`config.mk`:
```
export PLATFORM = sky130hd
export DESIGN_NAME = sterownik_rampy_pwm
export DESIGN_NICKNAME = d
export VERILOG_FILES = /design/src/rtl/sterownik_rampy_pwm.sv
export SDC_FILE = /design/constraint.sdc
export NUM_CORES = 1
export LEC_CHECK = 0
export ABC_CLOCK_PERIOD_IN_PS = 5060
export BUFFER_PORTS_ARGS = -buffer_cell sky130_fd_sc_hd__buf_4
export CAP_MARGIN = 20
export CORE_MARGIN = 5
export CORE_UTILIZATION = 60
export DETAILED_ROUTE_END_ITERATION = 7
export PLACE_DENSITY = 0.87
export SLEW_MARGIN = 20
export SYNTH_ARGS = -nofsm -noshare
export SYNTH_HDL_FRONTEND = slang
export SYNTH_SLANG_ARGS = --single-unit
export TNS_END_PERCENT = 30
```
`constraint.sdc`:
```
create_clock -name clk -period 5.06 [get_ports clk]
set_clock_uncertainty 0.05 [all_clocks]
set_input_delay 0.506 -clock clk [delete_from_list [all_inputs] [get_ports clk]]
set_output_delay 0.506 -clock clk [all_outputs]
set_load 0.02 [all_outputs]
```
`src/rtl/sterownik_rampy_pwm.sv`:
```
// Ramp controller and PWM generator for the motor H-bridge: slews the applied duty toward
// a latched setpoint at a bounded rate, reverses direction only at zero speed.
module sterownik_rampy_pwm #(
  parameter int KROK_TAKTY   = 100000,
  parameter int PWM_DZIELNIK = 10,
  parameter int MAX_RPM      = 95
) (
  input  logic       clk,
  input  logic       rst,
  input  logic [6:0] we_rpm,
  input  logic       sygnal_zmiany_rpm,
  input  logic       kierunek_zad,
  input  logic       stop,
  output logic       pwm,
  output logic [6:0] akt_rpm,
  output logic       kierunek,
  output logic [2:0] stan,
  output logic       gotowe
);

  localparam int TW = (KROK_TAKTY > 1) ? $clog2(KROK_TAKTY) : 1;
  localparam int PW = (PWM_DZIELNIK > 1) ? $clog2(PWM_DZIELNIK) : 1;

  typedef enum logic [2:0] {
    ST_STOP   = 3'd0,
    ST_ROZPED = 3'd1,
    ST_PRACA  = 3'd2,
    ST_HAMOW  = 3'd3,
    ST_ZMIANA = 3'd4
  } stan_t;

  function automatic logic [6:0] nasyc_rpm(input logic [6:0] v);
    if (v > 7'(MAX_RPM)) return 7'(MAX_RPM);
    return v;
  endfunction

  function automatic stan_t klasyfikuj(input logic [6:0] akt, input logic [6:0] cel_ef,
                                       input logic zmiana);
    if (zmiana)                          return ST_ZMIANA;
    if (akt == 7'd0 && cel_ef == 7'd0)   return ST_STOP;
    if (akt < cel_ef)                    return ST_ROZPED;
    if (akt > cel_ef)                    return ST_HAMOW;
    return ST_PRACA;
  endfunction

  logic [6:0]    cel_q, cel_d;
  logic [6:0]    akt_q, akt_d;
  logic          kier_q, kier_d;
  logic [TW-1:0] timer_q, timer_d;
  logic [PW-1:0] presc_q, presc_d;
  logic [6:0]    faza_q, faza_d;
  logic [6:0]    wyp_q, wyp_d;
  stan_t         stan_q, stan_d;
  logic          gotowe_q, gotowe_d;

  logic          zmiana, zmiana_nast;
  logic [6:0]    cel_ef, cel_ef_nowy, cel_ef_nast;

  always_comb begin
    cel_d = sygnal_zmiany_rpm ? nasyc_rpm(we_rpm) : cel_q;

    zmiana      = (kierunek_zad != kier_q);
    cel_ef      = (stop || zmiana) ? 7'd0 : cel_q;
    // The step direction follows a setpoint latched in the same cycle.
    cel_ef_nowy = (stop || zmiana) ? 7'd0 : cel_d;

    timer_d = timer_q;
    akt_d   = akt_q;
    if (akt_q == cel_ef) begin
      timer_d = '0;
    end else if (timer_q == TW'(KROK_TAKTY - 1)) begin
      timer_d = '0;
      if (akt_q < cel_ef_nowy)      akt_d = akt_q + 7'd1;
      else if (akt_q > cel_ef_nowy) akt_d = akt_q - 7'd1;
    end else begin
      timer_d = timer_q + TW'(1);
    end

    kier_d = (akt_q == 7'd0 && zmiana) ? kierunek_zad : kier_q;

    // Duty is only reloaded at the period boundary so a period is never cut short.
    presc_d = presc_q + PW'(1);
    faza_d  = faza_q;
    wyp_d   = wyp_q;
    if (presc_q == PW'(PWM_DZIELNIK - 1)) begin
      presc_d = '0;
      if (faza_q == 7'd99) begin
        faza_d = 7'd0;
        wyp_d  = akt_q;
      end else begin
        faza_d = faza_q + 7'd1;
      end
    end

    zmiana_nast = (kierunek_zad != kier_d);
    cel_ef_nast = (stop || zmiana_nast) ? 7'd0 : cel_d;
    stan_d      = klasyfikuj(akt_d, cel_ef_nast, zmiana_nast);
    gotowe_d    = (stan_d == ST_STOP) || (stan_d == ST_PRACA);
  end

  always_ff @(posedge clk) begin
    if (rst) begin
      cel_q    <= '0;
      akt_q    <= '0;
      kier_q   <= 1'b0;
      timer_q  <= '0;
      presc_q  <= '0;
      faza_q   <= '0;
      wyp_q    <= '0;
      stan_q   <= ST_STOP;
      gotowe_q <= 1'b1;
    end else begin
      cel_q    <= cel_d;
      akt_q    <= akt_d;
      kier_q   <= kier_d;
      timer_q  <= timer_d;
      presc_q  <= presc_d;
      faza_q   <= faza_d;
      wyp_q    <= wyp_d;
      stan_q   <= stan_d;
      gotowe_q <= gotowe_d;
    end
  end

  assign pwm      = (faza_q < wyp_q);
  assign akt_rpm  = akt_q;
  assign kierunek = kier_q;
  assign stan     = stan_q;
  assign gotowe   = gotowe_q;

endmodule

```
==> results of run 1 <==
## layer usage
metal / global-route usage (%) / part of all wire [%]
met2: 32.21 / 46
met4: 8.187 / 1.5
met5: 0 / 0
met1: 28.85 / 46
met3: 4.541 / 6.9
## worst min path at each step
stage                            end    startpoint  slack, ps  depth (start not counted)
after floorplan           timer_q[0]    timer_q[0]        380                          1
after global placement    timer_q[0]    timer_q[0]        390                          1
after detailed placement  timer_q[0]    timer_q[0]        400                          1
after CTS                   kierunek  kierunek_zad        430                          3
after global routing        kierunek  kierunek_zad        430                          3
final                     timer_q[0]    timer_q[0]        420                          1
## layout by cell type (no fill, tap or decap), drive strengths merged, types with 8 or more instances in the layout
cell,count
xnor2,18
nor2,66
a21oi,24
o21ai,8
xor2,15
nand3,19
mux2i,8
dfxtp,54
nand2,35
buf,25
nor2b,14
inv,16
ha,25
## kinds of logic (layout without fill, tap and decap cells)
kind of cell	after synthesis	after routing
XOR/XNOR	33	33
AO/OA/AOI/OAI	69	69
adder cells (fa/ha/maj)	25	25
AND/OR/NAND/NOR	187	187
buffers and inverters	30	49
multiplexers	9	9
flip-flops	54	54
## critical path: stages, from the launching register on
cell and delay, ps:
dfxtp_1 360, xor2_2 220, nor2_1 310, nand2_1 100, ha_1 320, nand2_1 70
o21ai_0 360, nor2_1 150, and3_1 190, a31oi_1 170, nor2b_1 100, xnor2_1 230
ha_1 290, a21oi_1 160, nor2b_1 60, o21ai_0 140, nand2b_1 70, a21oi_1 240
a221oi_1 150, o31a_1 240
## final cells by class
cell class	instances	area, sq um
multi-input combinational	323	2095
fill	449	1778
sequential	54	1081
timing repair buffer	25	187.7
tap	72	90.09
clock buffer	5	68.82
inverter	16	60.06
clock inverter	3	45.04
## metrics by stage
| stage | hold WS, ps | power, uW | instances | area [sq um] |
|---|---|---|---|---|
| 3_3_place_gp | 394.0 | 562.1 | 490 | 3513 |
| 4_1_cts | 425.1 | 854.9 | 498 | 3627 |
| 5_1_grt | 425.6 | 891.4 | 498 | 3627 |
| 3_5_place_dp | 402.1 | 567.3 | 490 | 3513 |
| 2_1_floorplan | 376.0 | 534.5 | 407 | 3289 |
| 6_report | 419.8 | 852.8 | 498 | 3627 |
## state kept, by name, indices dropped and copies added (netlist names), 3 cells and up
name,flops
timer_q,17
wyp_q,7
presc_q,4
stan,3
faza_q,7
akt_rpm,7
cel_q,7
## power breakdown
group	internal [uW]	switching [uW]	total, uW	leakage (uW)
Clock	147	145	292	0.0000504
Sequential	434	7.95	442	0.000438
Combinational	47.5	71.3	119	0.000913
==> results_dict.tcl, run 1 <==
set metrics [dict create \
    p_per_area_nw_per_um2 235.1 \
    drt_first_pass_iters 4 \
    core_area_sq_um 5405 \
    crit_required_ps 5210 \
    dp_slack_ps 785.5 \
    htreeDepth 2 \
    synth.most_common_cell "nor2_1" \
    cp-startpoint "kierunek" \
    achievable-frequency_mhz 243.8 \
    clk_pin_slew_worst_paths_ps 100 \
    fin_crit_sh_pct 81.06 \
    synth_mux_area_share_pct 2.777 \
    path_max_fanout 7 \
    synth_top_family_by_area "simple AND/OR/NAND/NOR gates" \
    fin_ws_ps 958.3 \
    ant_nets 0 \
    synth_compound_area_share_pct 14.11 \
    leakagePower_uw 0.001401 \
    grt_start_max_net_pins 32 \
    gp_congestion 1.028 \
    die_area_sq_um 7063 \
    cts_buffer_depth 2 \
    synth_async_sr_flop_share_pct 0 \
    cts_buffers 5 \
    synthSimpleGateAreaFrac_pct 28.26 \
    status "finished, final reports clean" \
    slew-limit-headroom_pct 41.24 \
    clkSinkCount 54 \
    via_per_inst 5.990 \
    cts_hold_buf 0 \
    synth_area_per_cell_sq_um 8.082 \
    cts_root_buf "clkbuf_8" \
    grt_overflow 0 \
    drt-total-wl_um 7442 \
    endpoint_kind "register" \
    crit_arrival_ps 4260 \
    syn_nets 444 \
    yosysWarnings 0 \
    finalCriticalPeriod_ps 4102 \
    synth_area_leaders "dfxtp_1 (33%), ha_1 (9.5%), nor2_1 (7.5%)" \
    area_delta_synth_final_pct 10.27 \
    portBuffers 24 \
    finalHoldViolCount 0 \
    post_cts_resized 0 \
    rsz0062_at_grt "false" \
    ios 25 \
    first_global_vias 2719 \
    tns_ps 0 \
    grt_use_total_pct 21.08 \
    drt_first_iter_violations 252 \
    antenna_found_initial 0 \
    worst_pin_slew_ps 873.5 \
    critPathKind "register to register" \
    synth_area_sq_um 3289 \
    rrSetupSlack_ps 960 \
    synth-adder-area-share_pct 9.509 \
    setup_viol 0 \
    nets 462 \
    place_hpwl_um 5527 \
    fp.dieW_um 84.04 \
    vdd_drop_max_v 0.0002068 \
    r2r-end "gotowe" \
    reg2reg_depth 19 \
    drc_errors 0 \
    synth_edf_count 0 \
    synth_xor_area_share_pct 9.015 \
    setup.worst_path.end "gotowe" \
    insertion_delay_ps 300 \
    ys_ff_latch 54 \
    dieHeight_um 84.04 \
    num_vias 2983 \
    wire_per_inst_um 14.94 \
    rows 27 \
    r2r-start "kierunek" \
    synth_cell_types 51 \
    hold_class "register to register" \
    fin_util_pct 67.11 \
    synth_commonest_cells "nor2_1 (66), dfxtp_1 (54), nand2_1 (35), ha_1 (25), a21oi_1 (24)" \
    synth_top_area_share_pct 32.86 \
    maxCapViolations 0 \
    initial_core_util_pct 60.86 \
    cts_tree "done" \
    syn-instance-count 407 \
    grt_pass1_wl_um 12490 \
    synth_ff_type "dfxtp_1" \
    ys_seq_area_share_pct 32.86 \
    antenna_cells 0 \
    slew_viol_final 0 \
    netlist.top_cell.by_area "dfxtp_1" \
    drive_above_1_share_pct 10.33 \
    cp-start-kind "register" \
    cts_setup_buffers 0 \
]
(Power assumes the default switching activity.)
==> inputs of run 2 (changes only) <==
- ABC_AREA: default -> 1
- ABC_CLOCK_PERIOD_IN_PS: 5060 -> 4000
- PLACE_DENSITY: 0.87 -> 0.86
- clock period: 5.06 -> 4 ns (I/O delays scaled with it)
==> run 2 against run 1 <==
Worst hold slack got worse by 120 ps. Core utilization increased by 0.86 points. Routed wire length increased by 0.19%. First-iteration DRC count decreased by 25%. Via count increased by 7.0%.
==> results_dict.tcl, run 2 <==
set metrics [dict create \
    syn-instance-count 492 \
    r2r-end "stan[0]" \
    core_area_sq_um 5507 \
    placed_area_sq_um 3630 \
    pwr-share-comb_pct 13.9 \
    via_per_inst 5.427 \
    dp.cells 581 \
    cts_buffers 5 \
    clkSinkCount 54 \
    maxCapViolations 0 \
    regMostFlops "timer_q" \
    final_cells 588 \
    crit_arrival_ps 3690 \
    hold_end "kierunek" \
    p_clk_share_pct 34.6 \
    r2r-start "kierunek" \
    switching_share_pct 25.99 \
    portBuffers 24 \
    synth_commonest_cells "nand2_1 (100), inv_1 (70), dfxtp_1 (54), nor2_1 (54), nand3_1 (36)" \
    grt_overflow 0 \
    post_cts_resized 0 \
    path_max_fanout 11 \
    status "finished, final reports clean" \
    synth.most_common_cell "nand2_1" \
    synth_area_sq_um 3390 \
    min_path_cells 3 \
    insertion_delay_ps 310 \
    crit_required_ps 4160 \
    ios 25 \
    synth_area_per_cell_sq_um 6.889 \
    initial_core_util_pct 61.55 \
    finalHoldViolCount 0 \
    synth_cell_types 41 \
    power.share.sequential_pct 51.5 \
    drt_first_pass_iters 5 \
    fin_crit_sh_pct 88.26 \
    mostFrequentLayoutCells "nand2_1 (100), inv_1 (70), nor2_1 (54), dfxtp_1 (54), nand3_1 (36)" \
    drt-total-wl_um 7456 \
    final_common_cell "nand2_1" \
    setup_viol 0 \
    p_int_uw 802.4 \
    nets 553 \
    ant_nets 0 \
    area_delta_synth_final_pct 10.41 \
    yosysWarnings 0 \
    tns_ps 0 \
    slew-limit-headroom_pct 56.09 \
    reg2reg_depth 23 \
    grt_start_max_net_pins 19 \
    hold_start "kierunek_zad" \
    antenna_cells 0 \
    endpoint_kind "register" \
    finalCriticalPeriod_ps 3530 \
    slew_viol_final 0 \
    dieHeight_um 85.16 \
    vdd_drop_max_v 0.0001883 \
    gp_congestion 0.9398 \
    synth_top_area_share_pct 31.89 \
    leakagePower_uw 0.001656 \
    rsz0062_at_grt "false" \
    cts_buffer_depth 2 \
    drc_errors 0 \
    synth_async_sr_flop_share_pct 0 \
    synth_edf_count 0 \
    cts_setup_buffers 0 \
    cts_tree "done" \
    stdcell_area_sq_um 3742 \
    worst_pin_slew_ps 656.8 \
    hold_class "input pin to register" \
    clk_pin_slew_worst_paths_ps 100 \
    fp.dieW_um 85.16 \
    synth_ff_type "dfxtp_1" \
    antenna_found_initial 0 \
    fin_util_pct 67.96 \
    grt_pass1_wl_um 13410 \
    cts_root_buf "clkbuf_8" \
    syn_nets 529 \
    cts_hold_buf 0 \
    largest_register_ffs 17 \
    ys_ff_latch 54 \
    place_hpwl_um 5699 \
    critPathKind "register to register" \
    synth_area_leaders "dfxtp_1 (32%), nand2_1 (11%), ha_1 (9.2%)" \
    htreeDepth 2 \
    netlist.top_cell.by_area "dfxtp_1" \
    drt_first_iter_violations 189 \
    switching_power_uw 281.8 \
    rrSetupSlack_ps 470 \
    ys_seq_area_share_pct 31.89 \
    first_global_vias 3090 \
    grt_use_total_pct 22.31 \
    nFillCells 501 \
    achievable-frequency_mhz 283.3 \
    drive_above_1_share_pct 13.95 \
    p_per_area_nw_per_um2 289.7 \
    die_area_sq_um 7252 \
    wire_per_inst_um 12.68 \
    cp-start-kind "register" \
    num_vias 3191 \
    rows 27 \
]
==> run 2: cell types whose count changed after synthesis, moves of 12 or more <==
cell	before	now
inv_1	16	70
nor2b_1	14	0
nand3_1	19	36
o21ai_0	7	19
nand2_1	35	100
xnor2_1	18	1
nor2_1	66	54
==> run 2: how the worst max path moves through the flow <==
stage                      start  endpoint  slack, ps  cells after the start
6_report                kierunek   stan[0]        470                     23
5_1_grt                 kierunek   stan[0]         90                     23
4_1_cts                 kierunek   stan[0]        520                     23
3_5_place_dp   sygnal_zmiany_rpm   stan[0]        350                     23
3_3_place_gp   sygnal_zmiany_rpm   stan[0]        550                     23
2_1_floorplan           kierunek   stan[0]        860                     25
==> run 2: final cells by class <==
type	instances	area [sq um]	share of cell area, %
clock buffers	6	82.58	2.207
clock inverters	1	30.03	0.8024
inverters	78	300.3	8.024
multi-input cells	352	1971	52.66
flip-flops and latches	54	1081	28.89
well taps	72	90.09	2.407
repair buffers	25	187.7	5.015
==> run 2: power groups by stage <==
stage	Combinational, uW	Sequential, uW	Clock, uW
after floorplan	106	573	0
after global placement	143	570	0
after detailed placement	148	570	0
after CTS	149	558	384
after global routing	169	560	407
final	151	558	376
==> run 2: per-stage QoR <==
stage               power (uW)  setup WS [ps]  hold WS [ps]
global route              1136          94.04         339.0
detailed placement       718.5          353.6         390.3
floorplan                679.4          858.5         367.5
global placement         712.8          554.9         378.8
finish                    1084          469.8         303.0
CTS                       1092          517.8         305.8
==> run 2: kinds of logic (layout without fill, tap and decap cells) <==
family	after synthesis	after routing	share of synthesized area [%]
AO/OA/AOI/OAI	64	64	10.26
buffers and inverters	86	110	9.967
flip-flops	54	54	31.89
XOR/XNOR	9	9	2.547
AND/OR/NAND/NOR	254	254	36.10
adder cells (fa/ha/maj)	25	25	9.228
==> run 2: worst max-delay path, stage by stage, from the launching register on <==
cell      delay, ps
dfxtp_1         380
nand2_1         110
nand2_4         150
nand2_4          90
clkinv_4         90
nand2_1          60
ha_1            300
nand2_1          70
nor2_1          160
nand2_1          90
nand2_1         290
nand2_1         160
o21ai_0         250
nand2_1          80
nand2_1          60
nand2_1          90
ha_1            310
nand2_1          80
nor2_1          140
nand2_1          60
nor2_1          120
nand2_1         110
nand2_1          70
nor2_1           40
==> run 2: per-layer routing <==
| metal | GRT usage (%) | share of wire [%] | up-vias |
|---|---|---|---|
| li1 | - | - | 1640 |
| met1 | 27.80 | 45 | 1428 |
| met2 | 37.64 | 47 | 99 |
| met3 | 5.728 | 5.7 | 24 |
| met4 | 6.906 | 2.4 | 0 |
| met5 | 0 | 0 | - |
==> inputs of run 3 (changes only) <==
- ABC_AREA: 1 -> 0
- CORE_ASPECT_RATIO: default -> 1.25
- PLACE_DENSITY: 0.86 -> 0.87
==> run 3 against run 2 <==
Core utilization is 2.5 points higher. Worst setup slack worse by 270 ps. Sequential share of layout area is 0.25 points lower. Clock power hardly changed. Flip-flop and latch count stayed put. Routed wire length is 7.5% higher. Register-to-register slack worse by 270 ps. Combinational power is 13% higher. Design area is 1.0% higher. Total power is 1.7% higher. Largest power group unchanged.
==> results_dict.tcl, run 3 (synthesized netlist as in run 1, its figures left out) <==
set metrics [dict create \
    r2r-start "kierunek" \
    setup_viol 0 \
    leakagePower_uw 0.001505 \
    hold_end "kierunek" \
    cp-start-kind "register" \
    crit_required_ps 4160 \
    worst-path-buf-inv 1 \
    final_common_cell "nor2_1" \
    r2r-end "gotowe" \
    cts_buffers 5 \
    clk_pin_slew_worst_paths_ps 100 \
    critPathTopFamily "compound AO/OA/AOI/OAI gates" \
    min_path_cells 3 \
    slew_viol_final 0 \
    dp_slack_ps 35.17 \
    first_global_vias 3038 \
    cts_buffer_depth 2 \
    crit_chain "xor2_2, buf_4, or2_2, nor2_1, ha_1, nand3b_1, a21oi_2, nor2_1, and3_1, a31oi_1, nor2b_1, xnor2_1, ha_1, a21oi_1, nor2b_1, o21ai_0, nand2b_1, a21oi_2, a221oi_1, o31a_1" \
    antenna_cells 0 \
    final_cells 508 \
    rows 30 \
    endpoint_kind "register" \
    critPathKind "register to register" \
    fin_hold_ws_ps 315.8 \
    finalCriticalPeriod_ps 3803 \
    max_stage_delay_ps 370 \
    finalHoldViolCount 0 \
    hold_start "kierunek_zad" \
    cts_tree "done" \
    cp_slowest_cell "dfxtp_2" \
    hold_class "input pin to register" \
    htreeDepth 2 \
    achievable-frequency_mhz 263.0 \
    clkSinkCount 54 \
    fp.dieW_um 76.23 \
    gp_congestion 0.9638 \
    crit_arrival_ps 3970 \
    ant_nets 0 \
    grt_pass1_wl_um 13580 \
    grt_overflow 0 \
    drt_first_iter_violations 184 \
    mostFrequentLayoutCells "nor2_1 (65), dfxtp_1 (53), buf_4 (43)" \
    portBuffers 24 \
    insertion_delay_ps 310 \
    drive_above_1_share_pct 15.32 \
    nFillCells 441 \
    fin_ws_ps 197.3 \
    drt_first_pass_iters 4 \
    rrSetupSlack_ps 200 \
    fin_util_pct 70.42 \
    ios 25 \
    cts_root_buf "clkbuf_8" \
    vdd_drop_max_v 0.0002699 \
    grt_use_total_pct 23.00 \
    placed_area_sq_um 3623 \
    path_max_fanout 6 \
    nets 480 \
    fin_crit_sh_pct 95.07 \
    status "finished, final reports clean" \
    p_per_area_nw_per_um2 291.7 \
    dp.cells 498 \
    core_area_sq_um 5368 \
    maxCapViolations 0 \
    drc_errors 0 \
    regMostFlops "timer_q" \
    grt_start_max_net_pins 32 \
    wire_per_inst_um 15.78 \
    reg2reg_depth 20 \
    die_area_sq_um 7072 \
    via_per_inst 5.898 \
    stdcell_area_sq_um 3780 \
    place_hpwl_um 6014 \
    worst_pin_slew_ps 572.1 \
    initial_core_util_pct 61.28 \
    area_delta_synth_final_pct 14.91 \
    drt-total-wl_um 8016 \
    num_vias 2996 \
    dieHeight_um 92.78 \
    antenna_found_initial 0 \
    cts_hold_buf 0 \
    largest_register_ffs 17 \
    slew-limit-headroom_pct 61.86 \
]
==> run 3: changes by cell type in the layout (fill, tap and decap cells not counted), sizes merged, moves of 8 or more <==
cell	before	now
nor2b	0	14
nand3	43	19
o21ai	23	8
nand2	113	35
xnor2	1	18
buf	25	43
a21oi	32	24
mux2i	0	8
inv	77	17
==> run 3: power breakdown <==
part           switching (uW)  leakage (uW)  internal, uW
clock                     186     0.0000585           188
sequential               9.60      0.000438           549
combinational            97.2       0.00101          73.0
total                     293       0.00150           810
==> run 3: how the worst max path moves through the flow <==
stage | to | slack, ps | depth (start not counted) | start
detailed placement | gotowe | 40 | 21 | kierunek_zad
CTS | gotowe | 140 | 19 | kierunek
global route | gotowe | -30 | 20 | kierunek
floorplan | gotowe | 380 | 19 | kierunek
finish | gotowe | 200 | 20 | kierunek
global placement | gotowe | 150 | 21 | kierunek_zad
==> run 3: per-layer routing <==
metal	global-route usage (%)	share of wire, %
met5	0	0
met4	11.81	3.7
met3	3.405	3.5
met2	42.57	52
met1	25.05	40
==> run 3: per-stage QoR <==
step / TNS [ps] / power [uW]
2_1_floorplan: 0 / 676.1
3_3_place_gp: 0 / 725.1
3_5_place_dp: 0 / 728.5
4_1_cts: 0 / 1103
5_1_grt: -30.45 / 1155
6_report: 0 / 1103
==> run 3: layout make-up <==
class / count / area (sq um) / share of cell area [%]
clock buffers: 5 / 68.82 / 1.821
clock inverters: 3 / 43.79 / 1.159
inverters: 16 / 60.06 / 1.589
multi-input cells: 323 / 2122 / 56.14
flip-flops and latches: 54 / 1082 / 28.63
well taps: 64 / 80.08 / 2.119
repair buffers: 43 / 322.8 / 8.540
==> run 3: timing repair <==
item | in CTS | in global routing
setup buffers | 0 | 2
gates resized for setup | 0 | 7
setup endpoints to repair | 0 | 3
==> run 3: worst register-to-register path, delay by kind of cell (launching register included) <==
family | cells | cell delay, ps
compound gates | 7 | 1230
xor+xnor | 2 | 450
fa+ha+maj | 2 | 460
buf+inv | 1 | 190
flops | 1 | 370
simple gates | 8 | 950
